### src/rtl/if_pkg.sv
// Shared types and constants for the instruction fetch front end.
package if_pkg;
    localparam int          XLEN      = 32;
    localparam logic [31:0] NOP_INSTR = 32'h0000_0013;
    localparam logic [31:0] PC_STEP   = 32'd4;

    typedef struct packed {
        logic [31:0] pc;
        logic [31:0] instr;
    } fetch_entry_t;
endpackage

### src/rtl/fetch_fifo.sv
// Response buffer for fetched {pc, instr} entries; head is read combinationally.
// Clear has priority over push/pop so a redirect flushes the whole buffer in one cycle.
module fetch_fifo
    import if_pkg::*;
#(
    parameter  int DEPTH = 2,
    localparam int CW    = $clog2(DEPTH + 1)
) (
    input  logic          clk,
    input  logic          reset_n,
    input  logic          push,
    input  fetch_entry_t  push_data,
    input  logic          pop,
    input  logic          clear,
    output fetch_entry_t  head,
    output logic [CW-1:0] count,
    output logic          empty,
    output logic          full
);
    localparam int            PW   = (DEPTH > 1) ? $clog2(DEPTH) : 1;
    localparam logic [PW-1:0] LAST = PW'(DEPTH - 1);

    fetch_entry_t  mem [DEPTH];
    logic [PW-1:0] wr_ptr;
    logic [PW-1:0] rd_ptr;
    logic          do_push;
    logic          do_pop;

    function automatic logic [PW-1:0] bump(input logic [PW-1:0] p);
        return (p == LAST) ? '0 : p + 1'b1;
    endfunction

    assign empty   = (count == '0);
    assign full    = (count == CW'(DEPTH));
    assign do_pop  = pop && !empty;
    assign do_push = push && (!full || do_pop);
    assign head    = mem[rd_ptr];

    always_ff @(posedge clk or negedge reset_n) begin
        if (!reset_n) begin
            wr_ptr <= '0;
            rd_ptr <= '0;
            count  <= '0;
        end else if (clear) begin
            wr_ptr <= '0;
            rd_ptr <= '0;
            count  <= '0;
        end else begin
            if (do_push) wr_ptr <= bump(wr_ptr);
            if (do_pop)  rd_ptr <= bump(rd_ptr);
            count <= count + CW'(do_push) - CW'(do_pop);
        end
    end

    // Payload storage needs no reset: entries are only visible while count says so.
    always_ff @(posedge clk) begin
        if (do_push && !clear) mem[wr_ptr] <= push_data;
    end
endmodule

### src/rtl/if_fetch_unit.sv
// Instruction fetch front end: PC generation, credit-limited imem requests, squash of stale responses.
// Optional performance counters are built when IF_PERF_CNT_EN is defined.
module if_fetch_unit
    import if_pkg::*;
#(
    parameter logic [31:0] RESET_PC        = 32'h0000_0000,
    parameter int          FIFO_DEPTH      = 2,
    parameter int          MAX_OUTSTANDING = 2
) (
    input  logic            clk,
    input  logic            reset_n,
    output logic            imem_req_valid,
    input  logic            imem_req_ready,
    output logic [XLEN-1:0] imem_req_addr,
    input  logic            imem_rsp_valid,
    input  logic [XLEN-1:0] imem_rsp_data,
    input  logic            redirect_valid,
    input  logic [XLEN-1:0] redirect_pc,
    output logic            out_valid,
    input  logic            out_ready,
    output logic [XLEN-1:0] out_pc,
    output logic [XLEN-1:0] out_instr
`ifdef IF_PERF_CNT_EN
    ,
    output logic [31:0]     perf_fetched,
    output logic [31:0]     perf_stall
`endif
);
    localparam int CW = $clog2(FIFO_DEPTH + 1);
    localparam int OW = $clog2(MAX_OUTSTANDING + 1);

    typedef enum logic {FETCH, DRAIN} state_t;

    state_t          state;
    logic            fetch_en;
    logic [XLEN-1:0] req_pc;
    logic [XLEN-1:0] rsp_pc;
    logic [OW-1:0]   outstanding;
    logic [OW-1:0]   kill;
    logic [OW-1:0]   outstanding_after_rsp;
    logic [CW-1:0]   fifo_count;
    logic            fifo_empty;
    logic            fifo_full;
    logic [CW:0]     credits_used;
    fetch_entry_t    head;
    fetch_entry_t    push_entry;
    logic            issue;
    logic            rsp_in;
    logic            accept;
    logic            pop;
    logic [XLEN-1:0] target;

    // A request is only made when its response is guaranteed a buffer slot.
    assign credits_used   = (CW+1)'(outstanding) + (CW+1)'(fifo_count);
    assign imem_req_valid = fetch_en && !redirect_valid
                            && (outstanding < OW'(MAX_OUTSTANDING))
                            && (credits_used < (CW+1)'(FIFO_DEPTH));
    assign imem_req_addr  = req_pc;

    assign issue  = imem_req_valid && imem_req_ready;
    assign rsp_in = imem_rsp_valid && (outstanding != '0);
    assign accept = rsp_in && (state == FETCH) && !redirect_valid;
    assign pop    = out_valid && out_ready;
    assign target = redirect_pc & ~32'h3;

    assign outstanding_after_rsp = outstanding - OW'(rsp_in);

    always_ff @(posedge clk or negedge reset_n) begin
        if (!reset_n) begin
            state       <= FETCH;
            fetch_en    <= 1'b0;
            req_pc      <= RESET_PC;
            rsp_pc      <= RESET_PC;
            outstanding <= '0;
            kill        <= '0;
        end else begin
            fetch_en    <= 1'b1;
            outstanding <= outstanding_after_rsp + OW'(issue);
            if (redirect_valid) begin
                // Everything still in flight after this cycle belongs to the old path.
                req_pc <= target;
                rsp_pc <= target;
                kill   <= outstanding_after_rsp;
                state  <= (outstanding_after_rsp != '0) ? DRAIN : FETCH;
            end else begin
                if (issue)  req_pc <= req_pc + PC_STEP;
                if (accept) rsp_pc <= rsp_pc + PC_STEP;
                if (rsp_in && state == DRAIN) begin
                    kill <= kill - 1'b1;
                    if (kill == OW'(1)) state <= FETCH;
                end
            end
        end
    end

    assign push_entry = '{pc: rsp_pc, instr: imem_rsp_data};

    fetch_fifo #(
        .DEPTH (FIFO_DEPTH)
    ) u_fifo (
        .clk       (clk),
        .reset_n   (reset_n),
        .push      (accept && (!fifo_full || pop)),
        .push_data (push_entry),
        .pop       (pop),
        .clear     (redirect_valid),
        .head      (head),
        .count     (fifo_count),
        .empty     (fifo_empty),
        .full      (fifo_full)
    );

    assign out_valid = !fifo_empty;
    assign out_pc    = fifo_empty ? '0 : head.pc;
    assign out_instr = fifo_empty ? NOP_INSTR : head.instr;

`ifdef IF_PERF_CNT_EN
    always_ff @(posedge clk or negedge reset_n) begin
        if (!reset_n) begin
            perf_fetched <= '0;
            perf_stall   <= '0;
        end else begin
            if (pop)                    perf_fetched <= perf_fetched + 32'd1;
            if (out_valid && !out_ready) perf_stall   <= perf_stall + 32'd1;
        end
    end
`endif
endmodule
### config.mk
export PLATFORM = sky130hd
export DESIGN_NAME = if_fetch_unit
export DESIGN_NICKNAME = d
export VERILOG_FILES = /design/src/rtl/if_pkg.sv /design/src/rtl/fetch_fifo.sv /design/src/rtl/if_fetch_unit.sv
export SDC_FILE = /design/constraint.sdc
export NUM_CORES = 1
export LEC_CHECK = 0
export BUFFER_PORTS_ARGS = -buffer_cell sky130_fd_sc_hd__buf_2
export CAP_MARGIN = 30
export CORE_ASPECT_RATIO = 1.4
export CORE_MARGIN = 5
export CORE_UTILIZATION = 55
export DETAILED_ROUTE_END_ITERATION = 10
export HOLD_SLACK_MARGIN = 0.05
export PLACE_DENSITY = 0.87
export SETUP_SLACK_MARGIN = 0.2
export SLEW_MARGIN = 20
export SYNTH_ARGS = -nofsm -noshare
export SYNTH_HDL_FRONTEND = slang
export SYNTH_SLANG_ARGS = --single-unit
### constraint.sdc
create_clock -name clk -period 6.1 [get_ports clk]
set_input_delay 0.305 -clock clk [delete_from_list [all_inputs] [get_ports clk]]
set_output_delay 0.305 -clock clk [all_outputs]
set_load 0.005 [all_outputs]
==> key figures, run 1 <==
Clocking
  • Root buffer cell: clkbuf_16
  • Clk buf depth: 2
  • CTS Sinks: about 190
  • CTS tree: done
  • H-tree levels: 4
  • Post CTS Setup Buffer Count: 0
  • Clock Latency Late Sink: ~0.42 ns
  • Number of buffers created by CTS: 17
  • Clock Pin Slew Worst Setup and Hold Paths: roughly 0.070 ns

Job
  • Max Cap Viol: 0

Timing
  • Period utilization: 0.504
  • Setup TNS: 0 ns
  • Post-layout min period: 3.08 ns
  • Worst slew margin: 0.371
  • Clock Skew: about 0.015 ns
  • Fin. max-slew vios: 0
  • Worst Max-Slew Pin Slew: about 0.94 ns
  • Max Freq: between 300 and 400 MHz
  • Final Hold Vio Count: 0
  • # setup viols final: 0
  • Unrepaired setup endpoints after global routing: no

Logic synthesis
  • Number of distinct library cells after synthesis: 47
  • Dominant synthesized flop cell: edfxtp_1
  • Syn Area/Cell: 12.7 um2
  • Synth Area in Adders: 0.0124
  • Mux contribution to synthesized area: 0.0988
  • Main combinational cell family by area after synthesis: simple AND/OR/NAND/NOR gates
  • Yosys warnings: 0
  • Post-synthesis compound-gate area fraction: 0.0438
  • Mapped cell area: a little under 9000 um2
  • Post-synth ARST share: 0.361
  • Flops & latches, synth: between 150 and 200
  • Post-synth EDFFs: between 100 and 150
  • Simple-gate share of the synthesized area: 0.137
  • Mapped Cells: 683
  • Synth Area in XOR/XNOR: 0.0486
  • Sequential fraction of the synthesis area: 0.633

Pwr
  • P_leak: roughly 0.0040 uW
  • Maximum vdd drop: around 0.00018 V
  • P per Cell Area: between 300 and 400 nW/um2

Min path
  • WHS Endpoint: u_fifo.mem[0][9]
  • Worst hold path depth: 1
  • Min-Delay Path Class: primary input to flip-flop
  • Worst min-delay path startpoint: imem_rsp_data[9]

Route
  • Post-route antenna net violation count: 0
  • Initial DRC count: around 410
  • Vias: approximately 5,900
  • Via/cell ratio: about 5.6
  • Drt total wl: 18,900 um
  • # DRC: 0
  • Initial DRT Pass Iterations: 5
  • WL per Instance: roughly 18 um

GRT
  • First-pass GRT wire length: ~30,000 um
  • GRT Total Usage: 0.207
  • Antenna violations before repair: 1
  • Largest net degree at the start of global routing: 71
  • Vias in the first global route: a little under 6,000
  • Gr ovfl total: 0

Worst setup path
  • Flop-to-flop setup slack: 3.02 ns
  • Reg2Reg Depth: 8
  • Crit. End Element: flip-flop
  • Worst setup SP type: flip-flop
  • Cell breakdown of the critical path: inv_1 -> nor2_1 -> fa_1 -> or3b_4 -> nor2_1 -> nand4_1 -> xnor2_1 -> mux2_2
  • WP data required: 6.41 ns
  • Crit path arrival time: between 3 and 4 ns
  • Crit Path Max Fanout: 12
  • WS Path Type: flip-flop to flip-flop
  • Worst path slowest cell: nor2_1
  • Crit path largest cell delay: 0.75 ns
  • Most frequent CP cell: nor2_1
  • RR Endpoint: imem_req_addr[25]
  • R2r startpoint: u_fifo.count[0]

Placed design
  • Port-buffer cells: between 150 and 200
  • DP HPWL: approximately 13,000 um
  • Placed Instances: ~1,000
  • Placed Instance Area: 9660 um2
  • Gpl congestion: 0.893

Final layout
  • Fin area: 10,400 um2
  • Register area: 5480 um2
  • Final nets: between 900 and 1,000
  • Fill cells: about 1,200
  • Commonest non-fill, non-tap cell in the layout: buf_2
  • Synthesis-to-finish area growth: 19.7%
  • Finished Layout Cells: around 1,100
  • Area of the multi-input gates: slightly below 3000 um2
  • Most frequent cells in the layout: buf_2 (161), edfxtp_1 (124), nor2_1 (84)
  • Layout cells sized above 1: 0.272

Floorplanning
  • Row cnt: 54
  • Die height: 158 um
  • Initial Util: 0.557
  • Die W: ~120 um
  • Core box area: ~16,000 um2
  • Ports: around 170
  • Die Area: between 15,000 and 20,000 um2

Status
  • Status: finished clean
[layout make-up]
type | count | share of cell area
Clock inverter | 8 | 0.0106
Antenna cell | 1 | 0.000242
Timing Repair Buffer | 174 | 0.0918
Tap cell | 196 | 0.0237
Multi-Input combinational cell | 441 | 0.288
Sequential cell | 194 | 0.529
Clock buffer | 24 | 0.0507
Inverter | 17 | 0.00616
[power by group]
part,leakage [uW],switching [uW],internal (uW)
Clock,0.000313,465,696
Sequential,0.00194,146,1530
Combinational,0.00180,536,442
[sequential cells by signal, summed over array words and instances (netlist names)]
signal	cells
u_fifo.mem	124
imem_req_addr	30
rsp_pc	30
kill	2
outstanding	2
u_fifo.count	2
fetch_en	1
state	1
u_fifo.rd_ptr	1
u_fifo.wr_ptr	1
[layer usage]
metal,vias to the layer above,GRT usage,part of all wire
li1,2796,-,-
met1,2844,0.262,0.40
met3,38,0.0437,0.053
met5,-,0,0
met2,198,0.355,0.52
met4,0,0.0652,0.022
[cells by family after synthesis]
family / Yosys count
adder cells (fa/ha/maj): 8
multiplexers: 83
buffers and inverters: 51
other: 2
XOR/XNOR: 48
AND/OR/NAND/NOR: 235
flip-flops: 194
AO/OA/AOI/OAI: 62
[metrics by stage]
stage | total power (uW) | utilization | hold slack [ns] | worst slack, ns
floorplan | 2270 | - | 0.00941 | 1.74
global placement | 2640 | 0.620 | 0.481 | 3.10
detailed placement | 2690 | 0.622 | 0.497 | 3.05
CTS | 3850 | 0.663 | 0.0557 | 3.07
global route | 4020 | 0.667 | 0.0502 | 2.91
finish | 3820 | 0.667 | 0.0729 | 3.02
[worst max-delay path, delay by kind of cell, from the launching register on]
kind / cells / cell delay (ns)
XOR/XNOR: 1 / 0.18
adder cells (fa/ha/maj): 1 / 0.45
buffers and inverters: 1 / 0.10
AND/OR/NAND/NOR: 4 / 1.58
flip-flops: 1 / 0.41
multiplexers: 1 / 0.26
[synth_stat cells (all sizes together) (2+ instances only)]
cell type  count  share of area
xor2          22          0.022
dfrtp         70           0.20
a211oi         2         0.0017
edfxtp       124           0.43
nor2b          3         0.0022
o21ai         22          0.013
nor3           6         0.0035
mux2          19          0.025
nor4           6         0.0093
nand2b         5         0.0036
nand4         24          0.018
ha             7          0.010
clkbuf        15         0.0065
and2           9         0.0065
conb           2        0.00087
and4           5         0.0051
nor2          85          0.037
a21oi         12         0.0069
mux2i         64          0.074
nand3         33          0.020
o311ai         4         0.0040
or3            6         0.0043
xnor2         26          0.026
a31oi          9         0.0065
buf           19          0.012
inv           16         0.0069
a21boi         5         0.0043
nand2         39          0.017
o211ai         4         0.0035
and3          10         0.0072
[how the worst max path moves through the flow]
stage / depth (start not counted) / to / start / slack [ns]
floorplan: 4 / u_fifo.mem[0][0] / outstanding[1] / 1.74
global placement: 8 / imem_req_addr[25] / u_fifo.count[0] / 3.10
detailed placement: 8 / imem_req_addr[25] / u_fifo.count[0] / 3.05
CTS: 8 / imem_req_addr[25] / u_fifo.count[0] / 3.07
global route: 8 / imem_req_addr[17] / u_fifo.count[0] / 2.91
finish: 8 / imem_req_addr[25] / u_fifo.count[0] / 3.02
[repair_timing]
action | in CTS | in global routing
endpoints found under the hold margin | 0 | 16
gates resized for setup | 0 | 0
hold buffers | 0 | 3
Note: power is estimated with default switching activity, not from simulation.
==> inputs of run 2 (changes only) <==
--- a/config.mk
+++ b/config.mk
@@ -9,10 +9,10 @@
 export CAP_MARGIN = 30
 export CORE_ASPECT_RATIO = 1.4
 export CORE_MARGIN = 5
-export CORE_UTILIZATION = 55
+export CORE_UTILIZATION = 50
 export DETAILED_ROUTE_END_ITERATION = 10
 export HOLD_SLACK_MARGIN = 0.05
-export PLACE_DENSITY = 0.87
+export PLACE_DENSITY = 0.84
 export SETUP_SLACK_MARGIN = 0.2
 export SLEW_MARGIN = 20
 export SYNTH_ARGS = -nofsm -noshare
==> constraint.sdc (replaced) <==
create_clock -name clk -period 2.8 [get_ports clk]
set_input_delay 0.14 -clock clk [delete_from_list [all_inputs] [get_ports clk]]
set_output_delay 0.14 -clock clk [all_outputs]
set_load 0.005 [all_outputs]
==> run 2 against run 1 <==
  * First-iteration DRC count grew 59%
  * Routed wire length grew 11%
  * Sequential power grew 120%
  * Hold slack gained 0.019 ns
  * Clock skew shrank 0.0059 ns
==> key figures, run 2 (same netlist as run 1, synthesis figures left out) <==
Timing
  • Fin. max-slew vios: 0 (unchanged)
  • Setup TNS: 0 ns (unchanged)
  • # setup viols final: 0 (unchanged)
  • Max Freq: 398 MHz
  • Clock Skew: 0.00877 ns (-0.00591 ns)
  • Worst slew margin: 0.521 (+0.150)
  • Unrepaired setup endpoints after global routing: no
  • Post-layout min period: 2.51 ns
  • Final Hold Vio Count: 0 (unchanged)
  • Period utilization: 0.897
  • Worst Max-Slew Pin Slew: 0.713 ns (-0.228 ns)
  • Final Worst Setup Slack: 0.289 ns (-2.73 ns)

GRT
  • Gr ovfl total: 0 (unchanged)
  • Antenna violations before repair: 0 (-1)
  • First-pass GRT wire length: 33,200 um (+12%)
  • M3 GR Usage: 0.0324 (-0.0113)
  • GRT Total Usage: 0.210 (+0.00302)
  • Largest net degree at the start of global routing: 63 (-11%)
  • Vias in the first global route: 6,481 (+11%)
  • Met1 GRT Util: 0.257 (-0.00530)
  • Gr busiest metal: met2
  • Met2 Use GR: 0.358 (+0.00317)

Job
  • Max Cap Viol: 0 (unchanged)

Floorplanning
  • Row cnt: 57 (+5.6%)
  • Die Area: 20,100 um2 (+9.2%)
  • Ports: 168 (unchanged)
  • Initial Util: 0.503 (-0.0534)
  • Die W: 121 um (+4.5%)
  • Core box area: 17,200 um2 (+11%)
  • Die height: 166 um (+4.6%)

Route
  • Via/cell ratio: 5.39 (-3.2%)
  • # DRC: 0 (unchanged)
  • Drt total wl: 20,900 um (+11%)
  • Vias: 6,258 (+6.5%)
  • Initial DRC count: 658 (+59%)
  • WL per Instance: 18.0 um (+0.42%)
  • Initial DRT Pass Iterations: 5 (unchanged)
  • Post-route antenna net violation count: 0 (unchanged)

Worst setup path
  • Worst setup SP type: flip-flop
  • WS Path Type: flip-flop to output pin
  • Critical path's top delay family: simple AND/OR/NAND/NOR gates
  • Crit path arrival time: 2.37 ns (-1.02 ns)
  • Crit. End Element: output pin
  • Cell breakdown of the critical path: inv_1 -> nor2_1 -> fa_1 -> or3b_4 -> nor3_1 -> buf_2
  • Crit Path Max Fanout: 4 (-8)
  • Crit path buffers/inverters: 2 (+1)
  • Crit path largest cell delay: 0.46 ns (-0.29 ns)
  • Worst path slowest cell: or3b_4
  • WP data required: 2.66 ns (-3.75 ns)

Final layout
  • Layout cells sized above 1: 0.265 (-0.00670)
  • Final nets: 990 (+7.3%)
  • Max reg flops: 124 (unchanged)
  • Most frequent cells in the layout: buf_2 (161), edfxtp_1 (124), nor2_1 (84)
  • Top reg by flops: u_fifo.mem
  • Synthesis-to-finish area growth: 27.4%
  • Commonest non-fill, non-tap cell in the layout: buf_2
  • Fill cells: 1,269 (+7.2%)
  • Diode count: 0 (-1)
  • Area of the multi-input gates: 2990 um2 (+0.34%)
  • Finished Layout Cells: 1,161 (+10%)
  • Register area: 5480 um2 (unchanged)

Pwr
  • Maximum vdd drop: 0.000444 V (+140%)
  • P_leak: 0.00429 uW (+6.0%)
  • P per Cell Area: 752 nW/um2 (+100%)

Placed design
  • Port-buffer cells: 161 (unchanged)
  • DP HPWL: 13,900 um (+7.9%)
  • Placed Instances: 1,065 (+4.6%)
  • Setup WS pre-CTS: 0.182 ns (-2.87 ns)
  • Gpl congestion: 0.830 (-7.1%)

Clocking
  • Root buffer cell: clkbuf_16
  • Number of buffers created by CTS: 17 (unchanged)
  • H-tree levels: 4 (unchanged)
  • CTS tree: done
  • CTS Sinks: 194 (unchanged)
  • Clk buf depth: 2 (unchanged)
  • Clock Pin Slew Worst Setup and Hold Paths: 0.07 ns (about the same)
  • Clock Latency Late Sink: 0.42 ns (about the same)

Min path
  • Min-Delay Path Class: primary input to flip-flop

Status
  • Status: finished clean
==> run 2: routing by layer <==
metal,share of wire,vias up
met3,0.047,59
li1,-,2918
met2,0.52,252
met5,0,-
met1,0.40,3029
met4,0.040,0
==> run 2: path summary, 6_finish.rpt <==
check                           startpoint                end  slack [ns]  cells past startpoint
setup / recovery           u_fifo.count[0]     imem_req_valid        0.29                      6
max in group asynchronous          reset_n         rsp_pc[28]        1.92                      4
setup reg to reg           u_fifo.count[0]   imem_req_addr[9]        0.29                      8
hold / removal             redirect_pc[30]         rsp_pc[30]        0.09                      3
hold reg to reg                 rsp_pc[16]  u_fifo.mem[0][48]        0.52                      0
min in group asynchronous          reset_n            kill[0]        0.16                      2
==> run 2: cell type report <==
class,instances,share of cell area
flip-flops and latches,194,0.497
repair buffers,241,0.147
clock buffers,21,0.0400
well taps,236,0.0268
inverters,17,0.00613
multi-input cells,441,0.272
clock inverters,11,0.0117
==> run 2: per-stage QoR <==
stage | hold slack [ns] | power, uW | util | cell area, um2
2_1_floorplan | -0.156 | 4930 | - | 8670
3_3_place_gp | 0.328 | 5800 | 0.570 | 9790
3_5_place_dp | 0.0693 | 5900 | 0.571 | 9810
4_1_cts | 0.0700 | 8310 | 0.639 | 11000
5_1_grt | 0.0794 | 8720 | 0.641 | 11000
6_report | 0.0921 | 8290 | 0.641 | 11000
==> run 2: power breakdown <==
group,total (uW),leakage (uW),switching [uW],internal [uW]
logic,2310,0.00208,1270,1040
registers,3640,0.00194,301,3340
clock network,2340,0.000270,1010,1320
total,8290,0.00429,2580,5710
==> run 2: tightest hold or removal path, cell delays in order <==
cell and delay, ns:
buf_2 0.07, nor2_1 0.07, a31oi_1 0.17
==> run 2: repair_timing <==
action / CTS / global route
endpoints found under the hold margin: 158 / 0
setup endpoints to repair: 5 / 12
gates resized for setup: 0 / 3
hold buffers: 59 / 0
pin swaps: 1 / 1
setup buffers: 1 / 4
==> inputs of run 3 (changes only) <==
--- a/config.mk
+++ b/config.mk
@@ -12,8 +12,8 @@
 export CORE_UTILIZATION = 50
 export DETAILED_ROUTE_END_ITERATION = 10
 export HOLD_SLACK_MARGIN = 0.05
-export PLACE_DENSITY = 0.84
-export SETUP_SLACK_MARGIN = 0.2
+export PLACE_DENSITY = 0.85
+export SETUP_SLACK_MARGIN = 0.4
 export SLEW_MARGIN = 20
 export SYNTH_ARGS = -nofsm -noshare
 export SYNTH_HDL_FRONTEND = slang
==> run 3 against run 2 <==
  * Global-route usage decreased by 0.65 points
  * Setup slack better by 0.14 ns
  * Design area down 0.36%
  * Clock power fell by 3%
  * Non-clock buffer count decreased by 2
  * Routed wire length decreased by 1.9%
  * Highest routed layer unchanged
  * First-iteration DRC count fell by 4.9%
  * Clock skew rose by 0.0050 ns
  * Largest power group unchanged
  * Die area is the same
  * Core utilization decreased by 0.23 points
  * Largest cell class unchanged
==> key figures, run 3 (same netlist as run 1, synthesis figures left out) <==
Timing
  • Worst Max-Slew Pin Slew: 0.794 ns (+0.0816 ns)
  • Post-layout min period: 2.38 ns (-0.135 ns)
  • Period utilization: 0.849 (-0.0483)
  • Max Freq: 421 MHz (+5.7%)
  • WHS: 0.114 ns (+0.0215 ns)
  • Final Hold Vio Count: 0 (unchanged)
  • Worst slew margin: 0.470 (-0.0507)
  • Fin. max-slew vios: 0 (unchanged)
  • Setup TNS: 0 ns (unchanged)
  • Clock Skew: 0.0137 ns (+0.00496 ns)
  • Unrepaired setup endpoints after global routing: yes
  • # setup viols final: 0 (unchanged)

Route
  • Initial DRC count: 626 (-4.9%)
  • Via/cell ratio: 5.37 (-0.39%)
  • WL per Instance: 17.6 um (-1.9%)
  • Initial DRT Pass Iterations: 5 (unchanged)
  • Post-route antenna net violation count: 0 (unchanged)
  • Drt total wl: 20,500 um (-1.9%)
  • Vias: 6,228 (-0.48%)
  • # DRC: 0 (unchanged)

Placed design
  • Port-buffer cells: 161 (unchanged)
  • Gpl congestion: 0.815 (-1.8%)
  • DP HPWL: 13,500 um (-2.8%)
  • Placed Instance Area: 9770 um2 (-0.41%)

Worst setup path
  • Worst path slowest cell: fa_1
  • Crit path arrival time: 2.69 ns (+0.32 ns)
  • Crit path buffers/inverters: 1 (-1)
  • Worst setup SP type: flip-flop
  • Crit. End Element: flip-flop
  • WP data required: 3.11 ns (+0.45 ns)
  • Critical path's top delay family: simple AND/OR/NAND/NOR gates
  • Launch point of the critical path: outstanding[1]
  • Crit path largest cell delay: 0.52 ns (+0.06 ns)
  • R2r startpoint: outstanding[1]
  • WS Path Type: flip-flop to flip-flop
  • Crit Path Max Fanout: 10 (+6)
  • Cell breakdown of the critical path: fa_1 -> or3b_4 -> nor2_1 -> buf_6 -> nand4_1 -> xnor2_1 -> mux2_2

Floorplanning
  • Ports: 168 (unchanged)
  • Row cnt: 57 (unchanged)
  • Initial Util: 0.503 (unchanged)
  • Die Area: 20,100 um2 (unchanged)
  • Core box area: 17,200 um2 (unchanged)
  • Die W: 121 um (unchanged)
  • Die height: 166 um (unchanged)

Final layout
  • Commonest non-fill, non-tap cell in the layout: buf_2
  • Layout cells sized above 1: 0.273 (+0.00816)
  • Fin area: 11,000 um2 (-0.36%)
  • Final nets: 988 (-0.20%)
  • Max reg flops: 124 (unchanged)
  • Most frequent cells in the layout: buf_2 (161), edfxtp_1 (124), nor2_1 (83)
  • Fill cells: 1,307 (+3.0%)
  • Top reg by flops: u_fifo.mem
  • Synthesis-to-finish area growth: 26.9%
  • Final core utilization: 0.639 (-0.00233)

Job
  • Max Cap Viol: 0 (unchanged)

GRT
  • GRT Total Usage: 0.203 (-0.00648)
  • Gr ovfl total: 0 (unchanged)
  • Vias in the first global route: 6,402 (-1.2%)
  • Largest net degree at the start of global routing: 63 (unchanged)
  • Antenna violations before repair: 1 (+1)
  • First-pass GRT wire length: 32,400 um (-2.2%)

Pwr
  • Maximum vdd drop: 0.000511 V (+15%)
  • Switching pwr: 2650 uW (+2.7%)
  • Int Pwr: 5540 uW (-2.8%)
  • Sw Share: 0.324 (+0.0119)
  • P_leak: 0.00428 uW (-0.18%)
  • P per Cell Area: 746 nW/um2 (-0.75%)
  • Total power: 8200 uW (-1.1%)
  • Combinational share of power: 0.272 (-0.007)
  • Sequential power share: 0.452 (+0.013)
  • Clock share of power: 0.276 (-0.006)

Status
  • Status: finished clean

Clocking
  • Clock Latency Late Sink: 0.42 ns (about the same)
  • CTS tree: done
  • Clock Pin Slew Worst Setup and Hold Paths: 0.07 ns (about the same)
  • Clk buf depth: 2 (unchanged)
  • CTS Sinks: 194 (unchanged)
  • H-tree levels: 4 (unchanged)
  • Number of buffers created by CTS: 17 (unchanged)
  • Root buffer cell: clkbuf_16

Min path
  • Min-Delay Path Class: primary input to flip-flop
  • Worst min-delay path startpoint: redirect_valid
## run 3: cell count changes in the layout (fill, tap and decap cells not counted), moves of 2 or more
cell        delta
inv_6          +4
inv_2          +2
clkbuf_1       -4
clkinvlp_4     -2
inv_1          -2
bufinv_16      -2
buf_12         -3
## run 3: worst register-to-register path: cells and delay by family (launching register included)
family	cells	cell delay [ns]
xor gates and xnor gates	1	0.16
adders and majority gates	1	0.52
buffers and inverters	1	0.17
DFF	1	0.46
muxes	1	0.26
and+or+nand+nor	3	0.70
## run 3: through the flow
stage                     cells  setup WS (ns)
after detailed placement   1064          0.187
after global placement     1064          0.233
after CTS                  1158          0.408
after global routing       1160          0.227
after floorplan             686          0.401
final                      1160          0.424
## run 3: path summary, 6_finish.rpt
| kind | to | cells past startpoint | slack, ns |
|---|---|---|---|
| max | imem_req_addr[17] | 7 | 0.42 |
| min | u_fifo.count[1] | 2 | 0.11 |
| max reg2reg | imem_req_addr[17] | 7 | 0.42 |
| min reg2reg | u_fifo.mem[0][44] | 0 | 0.53 |
| max in group asynchronous | rsp_pc[24] | 3 | 1.74 |
| min in group asynchronous | kill[0] | 2 | 0.23 |
## run 3: metal layers
metal  global-route usage  up-vias  share of wire
li1                     -     2926              -
met1                0.253     2999           0.39
met2                0.350      252           0.52
met3               0.0379       51          0.057
met4               0.0770        0          0.032
met5                    0        -              0
## run 3: area by class of cell
cell class                      count  area (um2)  area share
Clock buffer                       17         425      0.0387
Sequential cell                   194        5480       0.499
Multi-Input combinational cell    441        3010       0.274
Clock inverter                     15         126      0.0115
Antenna cell                        1        2.50    0.000228
Tap cell                          236         295      0.0269
Timing Repair Buffer              239        1570       0.143
Inverter                           17        66.3     0.00604
## run 3: what timing repair did
item,CTS,global route
resized for setup,6,6
hold buffers,60,0
endpoints found under the hold margin,138,0
setup buffers,2,1
endpoints found under the setup margin,20,22
pin swaps,2,0
## run 3: power groups by stage
stage	logic [uW]	clock network, uW	registers, uW
after floorplan	1370	0	3560
after global placement	2070	0	3720
after detailed placement	2120	0	3750
after CTS	2240	2290	3690
after global routing	2460	2420	3740
final	2230	2260	3700
